[config.mk]
export PLATFORM = sky130hd
export DESIGN_NAME = axis_sample_dropper
export DESIGN_NICKNAME = d
export VERILOG_FILES = /design/src/rtl/axis_sample_dropper_ram.sv /design/src/rtl/axis_sample_dropper.sv
export SDC_FILE = /design/constraint.sdc
export NUM_CORES = 1
export LEC_CHECK = 0
export CORE_MARGIN = 1.5
export CORE_UTILIZATION = 50
export DETAILED_ROUTE_END_ITERATION = 10
export PLACE_DENSITY = 0.79
export RECOVER_POWER = 50
export SLEW_MARGIN = 20
export SYNTH_ARGS = -nofsm -noshare
export SYNTH_HDL_FRONTEND = slang
export SYNTH_SLANG_ARGS = --single-unit
[constraint.sdc]
create_clock -name aclk -period 11.7 [get_ports aclk]
set_input_delay 1.755 -clock aclk [delete_from_list [all_inputs] [get_ports aclk]]
set_output_delay 1.755 -clock aclk [all_outputs]
set_load 0.03 [all_outputs]
[src/rtl/axis_sample_dropper_ram.sv]
// ----------------------------------------------------------------------------
// axis_sample_dropper_ram
// Simple dual-port register array backing the sample FIFO. One synchronous
// write port, one asynchronous read port, sized for distributed RAM.
//
// Ports:
//   i_clk    write clock (rising edge)
//   i_we     write enable
//   i_waddr  write address
//   i_wdata  write data
//   i_raddr  read address
//   o_rdata  read data, combinational from i_raddr
// ----------------------------------------------------------------------------
module axis_sample_dropper_ram #(
   parameter int DATA_WIDTH = 32,
   parameter int ADDR_WIDTH = 4
) (
   input  logic                  i_clk,
   input  logic                  i_we,
   input  logic [ADDR_WIDTH-1:0] i_waddr,
   input  logic [DATA_WIDTH-1:0] i_wdata,
   input  logic [ADDR_WIDTH-1:0] i_raddr,
   output logic [DATA_WIDTH-1:0] o_rdata
);

   // No reset on the array: contents are only observable behind a valid
   // pointer range, so stale data is never presented.
   logic [DATA_WIDTH-1:0] r_mem [2**ADDR_WIDTH];

   always_ff @(posedge i_clk) begin
      if (i_we) r_mem[i_waddr] <= i_wdata;
   end

   assign o_rdata = r_mem[i_raddr];

endmodule

[src/rtl/axis_sample_dropper.sv]
// ----------------------------------------------------------------------------
// axis_sample_dropper
// Takes a free-running (never stalled) AXI4-Stream and presents it to a
// consumer that may backpressure. A first-word-fall-through FIFO absorbs
// short stalls; when it is full, new samples are discarded, counted in a
// saturating drop counter and flagged in a sticky overflow bit.
//
// Ports:
//   aclk, areset      clock, asynchronous active-high reset
//   s_axis_*          upstream stream; tready is 1 whenever out of reset
//   m_axis_*          downstream stream; tdata is the FIFO head word
//   clear             synchronous clear of drop_count / overflow
//   drop_count        saturating count of discarded samples
//   overflow          sticky drop flag
//   fill_level        registered occupancy, 0..2**FIFO_ADDR_WIDTH
// ----------------------------------------------------------------------------
module axis_sample_dropper #(
   parameter int AXIS_TDATA_WIDTH = 32,
   parameter int FIFO_ADDR_WIDTH  = 4,
   parameter int CNTR_WIDTH       = 32
) (
   input  logic                        aclk,
   input  logic                        areset,
   output logic                        s_axis_tready,
   input  logic [AXIS_TDATA_WIDTH-1:0] s_axis_tdata,
   input  logic                        s_axis_tvalid,
   input  logic                        m_axis_tready,
   output logic [AXIS_TDATA_WIDTH-1:0] m_axis_tdata,
   output logic                        m_axis_tvalid,
   input  logic                        clear,
   output logic [CNTR_WIDTH-1:0]       drop_count,
   output logic                        overflow,
   output logic [FIFO_ADDR_WIDTH:0]    fill_level
);

   // Pointers carry one extra wrap bit to tell full from empty.
   localparam int PW = FIFO_ADDR_WIDTH + 1;

   logic [PW-1:0]               r_wr_ptr, r_rd_ptr;
   logic [PW-1:0]               w_wr_nxt, w_rd_nxt;
   logic [PW-1:0]               r_fill;
   logic [CNTR_WIDTH-1:0]       r_drop_cnt;
   logic                        r_ovf;
   logic                        w_empty, w_full, w_rd, w_wr, w_drop;
   logic [AXIS_TDATA_WIDTH-1:0] w_rd_data;

   assign w_empty = (r_wr_ptr == r_rd_ptr);
   assign w_full  = (r_wr_ptr[PW-1] != r_rd_ptr[PW-1]) &&
                    (r_wr_ptr[PW-2:0] == r_rd_ptr[PW-2:0]);

   // A read in the same cycle frees the slot, so a full FIFO still accepts.
   assign w_rd   = !w_empty && m_axis_tready;
   assign w_drop = s_axis_tvalid && w_full && !w_rd;
   assign w_wr   = s_axis_tvalid && !w_drop;

   assign w_wr_nxt = r_wr_ptr + {{(PW-1){1'b0}}, w_wr};
   assign w_rd_nxt = r_rd_ptr + {{(PW-1){1'b0}}, w_rd};

   always_ff @(posedge aclk or posedge areset) begin
      if (areset) begin
         r_wr_ptr <= '0;
         r_rd_ptr <= '0;
         r_fill   <= '0;
      end else begin
         r_wr_ptr <= w_wr_nxt;
         r_rd_ptr <= w_rd_nxt;
         r_fill   <= w_wr_nxt - w_rd_nxt;
      end
   end

   // A drop coinciding with clear is kept as the first event of the new
   // accounting window instead of being lost.
   always_ff @(posedge aclk or posedge areset) begin
      if (areset) begin
         r_drop_cnt <= '0;
         r_ovf      <= 1'b0;
      end else if (clear) begin
         r_drop_cnt <= {{(CNTR_WIDTH-1){1'b0}}, w_drop};
         r_ovf      <= w_drop;
      end else if (w_drop) begin
         if (!(&r_drop_cnt)) r_drop_cnt <= r_drop_cnt + 1'b1;
         r_ovf <= 1'b1;
      end
   end

   axis_sample_dropper_ram #(
      .DATA_WIDTH (AXIS_TDATA_WIDTH),
      .ADDR_WIDTH (FIFO_ADDR_WIDTH)
   ) u_ram (
      .i_clk   (aclk),
      .i_we    (w_wr),
      .i_waddr (r_wr_ptr[PW-2:0]),
      .i_wdata (s_axis_tdata),
      .i_raddr (r_rd_ptr[PW-2:0]),
      .o_rdata (w_rd_data)
   );

   assign s_axis_tready = !areset;
   assign m_axis_tvalid = !w_empty;
   // Mask the unreset array so tdata reads 0 whenever nothing is held.
   assign m_axis_tdata  = w_empty ? '0 : w_rd_data;
   assign drop_count    = r_drop_cnt;
   assign overflow      = r_ovf;
   assign fill_level    = r_fill;

endmodule

==> impl_metrics.json, run 1 <==
{
  "status": "complete, but fails checks",
  "violations": "capacitance limit, slew limit",
  "critPathBufInv": 2,
  "drt_wl_total_um": 49000,
  "synth.distinct_cells": 47,
  "crit_top_cell": "mux4_2",
  "cts_tree": "yes",
  "route.vias.total": 11200,
  "h-tree-depth": 2,
  "worstSetupPathType": "flip-flop to primary output",
  "synth_cells": 1052,
  "hpwlAfterDp_um": 23800,
  "crit_slowest_cell": "dfrtp_1",
  "ant_nets": 0,
  "wl_per_cell_um": 26.9,
  "startpoint_type": "flip-flop",
  "antenna_found_initial": 5,
  "rows": 77,
  "track_usage_pct": 21.6,
  "holdBufCountCts": 0,
  "post_cts_resized": 0,
  "required_ns": 9.95,
  "crit_arrival_ns": 5.97,
  "ys_warn_count": 0,
  "post_cts.repair.setup_buffers": 0,
  "synth_nets": 1099,
  "grt_pass1_wl_um": 73200,
  "dieArea_um2": 45900,
  "die_w_um": 214,
  "port_buffers": 108,
  "start_util_pct": 50.6,
  "drtIter0Drc": 1273,
  "syn_avg_cell_area_um2": 21.2,
  "fin_setup_tns_ns": 0,
  "vias_per_cell": 6.14,
  "area_delta_synth_final_pct": 16.3,
  "cts_buffers": 54,
  "maxCapViolations": 2,
  "finalWeightedCongestion": 0.798,
  "clock-skew-final_ns": 0.0158,
  "yosysTopAreaCellShare_pct": 68.9,
  "seq_area_frac_synth_pct": 74.3,
  "worstMarginPinSlew_ns": 3.14,
  "cp_top_family": "flip-flops",
  "relSlewSlack_pct": -109,
  "synth_ff_type": "edfxtp_1",
  "cts.sinks": 560,
  "fin_nets": 1232,
  "postLayoutCellArea_um2": 25900,
  "io_pins": 109,
  "synth-seq-cells": 560,
  "final_util_pct": 58.8,
  "cp-end-kind": "primary output",
  "yosysMostFrequentCell": "edfxtp_1",
  "max_freq_mhz": 130,
  "drt_first_pass_iters": 5,
  "coreArea_um2": 44100,
  "min_period_over_period_pct": 66.0,
  "clk_latency_ns": 0.60,
  "grt_max_degree": 117,
  "syn_area_um2": 22300,
  "grt_overflow": 0,
  "clk_path_buf_depth": 3,
  "die_y_um": 214,
  "cts-root-buf": "clkbuf_16",
  "rsz0062_at_grt": "false",
  "crit_fanout": 68,
  "path_clk_slew_ns": 0.06,
  "async_flop_share_pct": 8.57,
  "ys_top_cells_by_area": "edfxtp_1 69%, mux4_2 16%, dfrtp_1 5.4%, nor2b_1 1.1%, or4_1 0.57%",
  "grt_pass1_vias": 11400,
  "finalSetupViolations": 0,
  "fillers": 3131,
  "hold_viol": 0,
  "critPathMaxStageDelay_ns": 2.48,
  "final_layout_size_suffix_gt1_share_pct": 24.2,
  "period_minus_slack_ns": 7.72,
  "min_path_type": "flip-flop to flip-flop",
  "synth-edff-count": 512,
  "crit_chain": "buf_4 > mux4_2 > mux4_2 > nor2b_1 > clkdlybuf4s50_1",
  "power_leakage_nw": 8.28,
  "synth_area_leader_cell": "edfxtp_1",
  "drcViolationCount": 0,
  "dpl-instance-area_um2": 24200,
  "ys_top_cells_by_count": "512 x edfxtp_1, 160 x mux4_2, 48 x dfrtp_1",
  "powerDensity_nw_per_um2": 251,
  "final_max_slew_viol_count": 119,
  "power_w": 0.00652,
  "ir_drop_v": 0.000202
}
stage by stage:
step           instances  hold slack, ns  worst slack, ns
3_3_place_gp        1721           0.499             6.23
4_1_cts             1821           0.523             5.48
2_1_floorplan       1052           0.494             5.36
3_5_place_dp        1721           0.512             6.19
5_1_grt             1822           0.549             3.80
6_report            1824           0.515             3.98
power breakdown:
group | total (W) | switching, W | internal (W)
logic | 0.00219 | 0.00114 | 0.00105
clock network | 0.00178 | 0.000738 | 0.00104
registers | 0.00255 | 0.000141 | 0.00240
path summary, 6_finish.rpt:
kind / slack [ns] / cells after the start / to / startpoint
max reg2reg: 4.65 / 14 / fill_level[4]$_DFF_PP0_ / r_rd_ptr[1]$_DFF_PP0_
min in group asynchronous: 2.60 / 3 / drop_count[23]$_DFFE_PP0P_ / areset
min reg2reg: 0.51 / 2 / overflow$_DFFE_PP0P_ / overflow$_DFFE_PP0P_
min: 0.51 / 2 / overflow$_DFFE_PP0P_ / overflow$_DFFE_PP0P_
max in group asynchronous: 7.21 / 3 / r_rd_ptr[0]$_DFF_PP0_ / areset
max: 3.98 / 5 / m_axis_tdata[8] / r_rd_ptr[1]$_DFF_PP0_
worst min-delay path: stages (launching register included):
cell and delay (ns):
dfrtp_1 0.38, inv_1 0.06, o21ai_1 0.05
metal layers:
metal	wire length, µm	track usage, %	vias up
met5	10	0	-
met4	1270	6.95	2
met3	4050	3.72	100
met2	24400	35.3	585
met1	19300	30.0	5849
li1	-	-	4666
placed cells by master, fill, tap and decap left out, drive strengths merged, types with 6 or more instances in the layout:
master / count
clkinv: 31
nor3: 7
nor2b: 41
a21oi: 25
buf: 25
nand2: 17
mux2: 8
edfxtp: 512
dfrtp: 48
nor2: 25
mux4: 160
or4: 17
clkbuf: 58
dlygate4sd3: 45
xnor2: 10
ha: 9
bufinv: 9
nand4: 13
nor4: 12
clkdlybuf4s50: 63
o31ai: 16
xor2: 6
nand3: 22
inv: 16
registers in the layout, indices dropped and copies added (netlist names):
register / flops
drop_count: 32
fill_level: 5
u_ram.r_mem: 512
overflow: 1
r_rd_ptr: 5
r_wr_ptr: 5
kinds of logic after synthesis:
family                     Yosys count  share of synthesized area (%)
adders and majority gates           10                          0.595
DFF                                560                           74.3
xor gates and xnor gates            16                          0.628
buffers and inverters               73                           1.51
and+or+nand+nor                    173                           4.82
AOI/OAI and AO/OA                   52                           1.49
muxes                              168                           16.7
layout make-up:
| class | instances | area (µm²) | area share, % |
|---|---|---|---|
| Antenna cell | 3 | 7.51 | 0.0289 |
| Clock buffer | 57 | 1360 | 5.25 |
| Clock inverter | 43 | 460 | 1.78 |
| Inverter | 16 | 60.1 | 0.232 |
| Multi-Input combinational cell | 419 | 5440 | 21.0 |
| Sequential cell | 560 | 16600 | 63.9 |
| Tap cell | 592 | 741 | 2.86 |
| Timing Repair Buffer | 134 | 1280 | 4.95 |
(Power assumes the default switching activity.)
==> run 2: changes to the inputs <==
==> constraint.sdc (replaced) <==
create_clock -name aclk -period 7.28 [get_ports aclk]
set_input_delay 1.092 -clock aclk [delete_from_list [all_inputs] [get_ports aclk]]
set_output_delay 1.092 -clock aclk [all_outputs]
set_load 0.03 [all_outputs]
==> run 2 against run 1 <==
Against the previous run:
- the flow still finishes with violations (capacitance limit, slew limit)
- non-clock buffer count stayed put
- first-iteration DRC count up 23%
- wire length shrank 0.57%
- clock skew rose by 0.025 ns
- setup slack worse by 2.3 ns
- final cell count decreased by 0.38%
- sequential cell count did not move
- largest power group unchanged
==> impl_metrics.json, run 2 (synthesized netlist as in run 1, its figures left out) <==
{
  "fillers": 3172,
  "holdBufCountCts": 0,
  "relSlewSlack_pct": -74.7,
  "grt_overflow": 0,
  "critPathMaxStageDelay_ns": 1.85,
  "area_delta_synth_final_pct": 16.0,
  "hold_viol": 0,
  "fin_hold_ws_ns": 0.526,
  "p_comb_share_pct": 34.6,
  "fin_nets": 1230,
  "wl_per_cell_um": 26.8,
  "intPower_w": 0.00707,
  "drcViolationCount": 0,
  "clock-skew-final_ns": 0.0404,
  "period_minus_slack_ns": 5.64,
  "violations": "capacitance limit, slew limit",
  "ir_drop_v": 0.000314,
  "max_freq_mhz": 177,
  "antenna_found_initial": 6,
  "grtUsageMet1_pct": 30.1,
  "ant_nets": 0,
  "maxCapViolations": 1,
  "power.switching_w": 0.00321,
  "dp_worst_setup_slack_ns": 2.27,
  "worstSetupPathType": "primary input to primary output",
  "crit_fanout": 49,
  "required_ns": 6.19,
  "grtUsageMet3_pct": 3.60,
  "cp-end-kind": "primary output",
  "use_met2_pct": 35.0,
  "grt_busiest_layer": "met2",
  "grt_max_degree": 130,
  "fin_setup_tns_ns": 0,
  "crit_arrival_ns": 4.55,
  "io_pins": 109,
  "post_cts.repair.setup_buffers": 0,
  "drt_wl_total_um": 48800,
  "die_y_um": 214,
  "startpoint_type": "primary input",
  "track_usage_pct": 21.5,
  "cts-root-buf": "clkbuf_16",
  "rsz0062_at_grt": "false",
  "worstMarginPinSlew_ns": 2.62,
  "cts_buffers": 52,
  "final_max_slew_viol_count": 50,
  "crit_slowest_cell": "clkbuf_1",
  "cts_tree": "yes",
  "route.vias.total": 11200,
  "final_cell_mix": "512 x edfxtp_1, 160 x mux4_2, 60 x dlygate4sd3_1",
  "start_util_pct": 50.6,
  "min_path_type": "flip-flop to flip-flop",
  "clk_path_buf_depth": 3,
  "drtIter0Drc": 1567,
  "clockPowerShare_pct": 26.2,
  "vias_per_cell": 6.18,
  "swShare_pct": 31.2,
  "dieArea_um2": 45900,
  "final_layout_size_suffix_gt1_share_pct": 24.1,
  "cts.sinks": 560,
  "seqPwrFrac_pct": 39.2,
  "grt_pass1_wl_um": 72600,
  "setup_ws_ns": 1.64,
  "rows": 77,
  "hpwlAfterDp_um": 23400,
  "largest_register_ffs": 512,
  "port_buffers": 108,
  "grt_pass1_vias": 11200,
  "status": "complete, but fails checks",
  "min_period_over_period_pct": 77.5,
  "final_common_cell": "edfxtp_1",
  "regMostFlops": "u_ram.r_mem",
  "finalSetupViolations": 0,
  "post_cts_resized": 0,
  "die_w_um": 214,
  "crit_chain": "dlygate4sd3_1 > clkinv_1 > clkbuf_1 > clkdlybuf4s50_1",
  "powerDensity_nw_per_um2": 397,
  "coreArea_um2": 44100,
  "path_clk_slew_ns": 0.06,
  "h-tree-depth": 2,
  "power_leakage_nw": 8.28,
  "finalWeightedCongestion": 0.800,
  "drt_first_pass_iters": 7,
  "clk_latency_ns": 0.61
}
run 2: layer usage:
| layer | up-vias | share of wire (%) |
|---|---|---|
| met5 | - | 0 |
| met4 | 0 | 2.2 |
| met3 | 79 | 7.9 |
| met2 | 573 | 50 |
| met1 | 5929 | 40 |
| li1 | 4639 | - |
run 2: metrics by stage:
stage	total power, W	instance area, µm²	utilization [%]	cells
6_report	0.0103	25900	58.6	1817
5_1_grt	0.0107	25900	58.6	1814
4_1_cts	0.0104	25900	58.6	1811
3_5_place_dp	0.00766	24200	54.8	1720
3_3_place_gp	0.00760	24200	54.8	1720
2_1_floorplan	0.00647	22300	-	1052
run 2: cell type report:
type / instances / area, µm² / area share (%)
Antenna cell: 5 / 12.5 / 0.0483
Clock buffer: 64 / 1370 / 5.28
Clock inverter: 27 / 324 / 1.25
Inverter: 16 / 60.1 / 0.232
Multi-Input combinational cell: 419 / 5480 / 21.2
Sequential cell: 560 / 16600 / 64.1
Tap cell: 592 / 741 / 2.86
Timing Repair Buffer: 134 / 1310 / 5.04
run 2: worst paths after layout:
kind	startpoint	endpoint	slack [ns]	cells past startpoint
max in group asynchronous	areset	r_rd_ptr[0]$_DFF_PP0_	3.49	3
min	overflow$_DFFE_PP0P_	overflow$_DFFE_PP0P_	0.53	2
min in group asynchronous	areset	r_rd_ptr[4]$_DFF_PP0_	1.96	3
min reg2reg	overflow$_DFFE_PP0P_	overflow$_DFFE_PP0P_	0.53	2
max reg2reg	r_rd_ptr[3]$_DFF_PP0_	fill_level[4]$_DFF_PP0_	2.77	13
max	areset	s_axis_tready	1.64	4
run 2: power groups by stage:
| stage | sequential (W) | combinational, W | clock, W |
|---|---|---|---|
| 2_1_floorplan | 0.00403 | 0.00245 | 0 |
| 3_3_place_gp | 0.00407 | 0.00353 | 0 |
| 3_5_place_dp | 0.00409 | 0.00357 | 0 |
| 4_1_cts | 0.00403 | 0.00361 | 0.00274 |
| 5_1_grt | 0.00405 | 0.00376 | 0.00285 |
| 6_report | 0.00403 | 0.00356 | 0.00269 |
run 2: worst max-delay path, delay by kind of cell:
kind / cells / cell delay (ns)
buffers and inverters: 4 / 3.44
==> run 3: changes to the inputs <==
--- a/config.mk
+++ b/config.mk
@@ -8,7 +8,7 @@
 export CORE_MARGIN = 1.5
 export CORE_UTILIZATION = 50
 export DETAILED_ROUTE_END_ITERATION = 10
-export PLACE_DENSITY = 0.79
+export PLACE_DENSITY = 0.82
 export RECOVER_POWER = 50
 export SLEW_MARGIN = 20
 export SYNTH_ARGS = -nofsm -noshare
==> constraint.sdc (replaced) <==
create_clock -name aclk -period 4.8 [get_ports aclk]
set_input_delay 0.72 -clock aclk [delete_from_list [all_inputs] [get_ports aclk]]
set_output_delay 0.72 -clock aclk [all_outputs]
set_load 0.03 [all_outputs]
==> run 3 against run 2 <==
Against the previous run:
- the flow still finishes with violations (capacitance limit, slew limit)
- clock power grew 54%
- global-route usage grew 0.52 points
- sequential share of layout area shrank 0.15 points
- sequential power grew 52%
- final cell count grew 0.22%
- cell area grew 0.23%
- critical path depth grew 1
- critical path type is now flip-flop to primary output
- critical endpoint is now m_axis_tdata[13]
- largest power group unchanged
==> impl_metrics.json, run 3 (synthesized netlist as in run 1, its figures left out) <==
{
  "status": "complete, but fails checks",
  "violations": "capacitance limit, slew limit",
  "finalWeightedCongestion": 0.844,
  "intPower_w": 0.0108,
  "startpoint_type": "flip-flop",
  "drtIter0Drc": 1343,
  "crit_fanout": 57,
  "dieArea_um2": 45900,
  "final_cells": 1821,
  "hold_viol": 0,
  "largest_register_ffs": 512,
  "worstSetupPathType": "flip-flop to primary output",
  "endpoint": "m_axis_tdata[13]",
  "timing.rr.start": "r_rd_ptr[0]$_DFF_PP0_",
  "clock-skew-final_ns": 0.0525,
  "reg2regPathDepth": 12,
  "p_comb_share_pct": 34.8,
  "required_ns": 4.08,
  "cts.sinks": 560,
  "post_cts.repair.setup_buffers": 0,
  "regMostFlops": "u_ram.r_mem",
  "antenna_found_initial": 3,
  "fin_hold_ws_ns": 0.507,
  "period_minus_slack_ns": 4.49,
  "fin_nets": 1234,
  "max_freq_mhz": 223,
  "die_w_um": 214,
  "final_common_cell": "edfxtp_1",
  "coreArea_um2": 44100,
  "relSlewSlack_pct": -76.0,
  "seqPwrFrac_pct": 38.9,
  "power.switching_w": 0.00499,
  "swShare_pct": 31.7,
  "route.vias.total": 11300,
  "finalSetupViolations": 0,
  "grt_max_degree": 131,
  "drcViolationCount": 0,
  "post_cts_resized": 0,
  "regToRegSetupSlack_ns": 1.01,
  "wl_per_cell_um": 27.4,
  "cts_buffers": 52,
  "start_util_pct": 50.6,
  "cts-root-buf": "clkbuf_16",
  "cp-end-kind": "primary output",
  "final_cell_mix": "512 x edfxtp_1, 160 x mux4_2, 66 x dlygate4sd3_1",
  "grt_pass1_vias": 11600,
  "track_usage_pct": 22.0,
  "port_buffers": 108,
  "rows": 77,
  "area_delta_synth_final_pct": 16.3,
  "drt_wl_total_um": 49800,
  "ir_drop_v": 0.000460,
  "place_inst": 1725,
  "rsz0062_at_grt": "false",
  "power_leakage_nw": 8.33,
  "path_clk_slew_ns": 0.06,
  "drt_first_pass_iters": 7,
  "crit_arrival_ns": 3.77,
  "final_util_pct": 58.8,
  "final_max_slew_viol_count": 49,
  "clk_path_buf_depth": 3,
  "clockPowerShare_pct": 26.3,
  "holdBufCountCts": 0,
  "maxCapViolations": 1,
  "worstMarginPinSlew_ns": 2.64,
  "cts_tree": "yes",
  "min_period_over_period_pct": 93.4,
  "grt_overflow": 0,
  "clk_latency_ns": 0.62,
  "die_y_um": 214,
  "postLayoutCellArea_um2": 25900,
  "h-tree-depth": 2,
  "io_pins": 109,
  "worstReg2RegEnd": "fill_level[4]$_DFF_PP0_",
  "dpl-instance-area_um2": 24200,
  "final_layout_size_suffix_gt1_share_pct": 24.5,
  "crit_start": "r_rd_ptr[0]$_DFF_PP0_",
  "ant_nets": 0,
  "min_path_type": "flip-flop to flip-flop",
  "hpwlAfterDp_um": 25700,
  "grt_pass1_wl_um": 74400,
  "powerDensity_nw_per_um2": 607,
  "vias_per_cell": 6.18
}
[run 3: changes by cell type in the layout (fill, tap and decap cells not counted), sizes merged]
| cell | before | now |
|---|---|---|
| dlygate4sd3 | 60 | 66 |
| clkbuf | 65 | 67 |
| diode | 5 | 1 |
| buf | 25 | 29 |
| clkdlybuf4s50 | 48 | 42 |
| clkinv | 20 | 22 |
[run 3: metrics by stage]
step                      total power [W]  setup TNS, ns  setup slack (ns)
after global routing               0.0163              0             0.148
after global placement             0.0116              0             0.976
final                              0.0157              0             0.315
after floorplan                   0.00982         -32.38            -0.253
after detailed placement           0.0117              0             0.882
after CTS                          0.0159              0             0.284
[run 3: worst max-delay path, stage by stage (launching register included)]
cell	delay, ns
dfrtp_4	0.71
buf_12	0.42
mux4_2	0.63
mux4_2	0.53
nor2b_1	0.16
clkdlybuf4s50_1	0.60
[run 3: power by group through the flow]
stage | clock network, W | logic, W | registers (W)
after floorplan | 0 | 0.00371 | 0.00611
after global placement | 0 | 0.00542 | 0.00617
after detailed placement | 0 | 0.00547 | 0.00621
after CTS | 0.00420 | 0.00555 | 0.00613
after global routing | 0.00436 | 0.00578 | 0.00616
final | 0.00414 | 0.00548 | 0.00612
[run 3: area by class of cell]
cell class / count / area (µm²)
Clock inverter: 29 / 340
Fill cell: 3119 / 18200
Multi-Input combinational cell: 419 / 5490
Sequential cell: 560 / 16600
Inverter: 16 / 60.1
Tap cell: 592 / 741
Antenna cell: 1 / 2.50
Timing Repair Buffer: 138 / 1340
Clock buffer: 66 / 1380
[run 3: worst min path at each step]
stage / depth (start not counted) / slack (ns) / start / end
3_5_place_dp: 2 / 0.51 / overflow$_DFFE_PP0P_ / overflow$_DFFE_PP0P_
2_1_floorplan: 1 / 0.49 / r_wr_ptr[0]$_DFF_PP0_ / r_wr_ptr[0]$_DFF_PP0_
3_3_place_gp: 2 / 0.50 / overflow$_DFFE_PP0P_ / overflow$_DFFE_PP0P_
5_1_grt: 2 / 0.54 / overflow$_DFFE_PP0P_ / overflow$_DFFE_PP0P_
6_report: 2 / 0.51 / overflow$_DFFE_PP0P_ / overflow$_DFFE_PP0P_
4_1_cts: 2 / 0.52 / overflow$_DFFE_PP0P_ / overflow$_DFFE_PP0P_
[run 3: layer usage]
layer  routed length, µm  vias to the layer above  global-route usage [%]
met2               25100                      608                    35.8
li1                    -                     4649                       -
met4                1240                        2                    7.28
met5                  13                        -                       0
met1               19700                     5906                    30.6
met3                3830                       88                    3.91
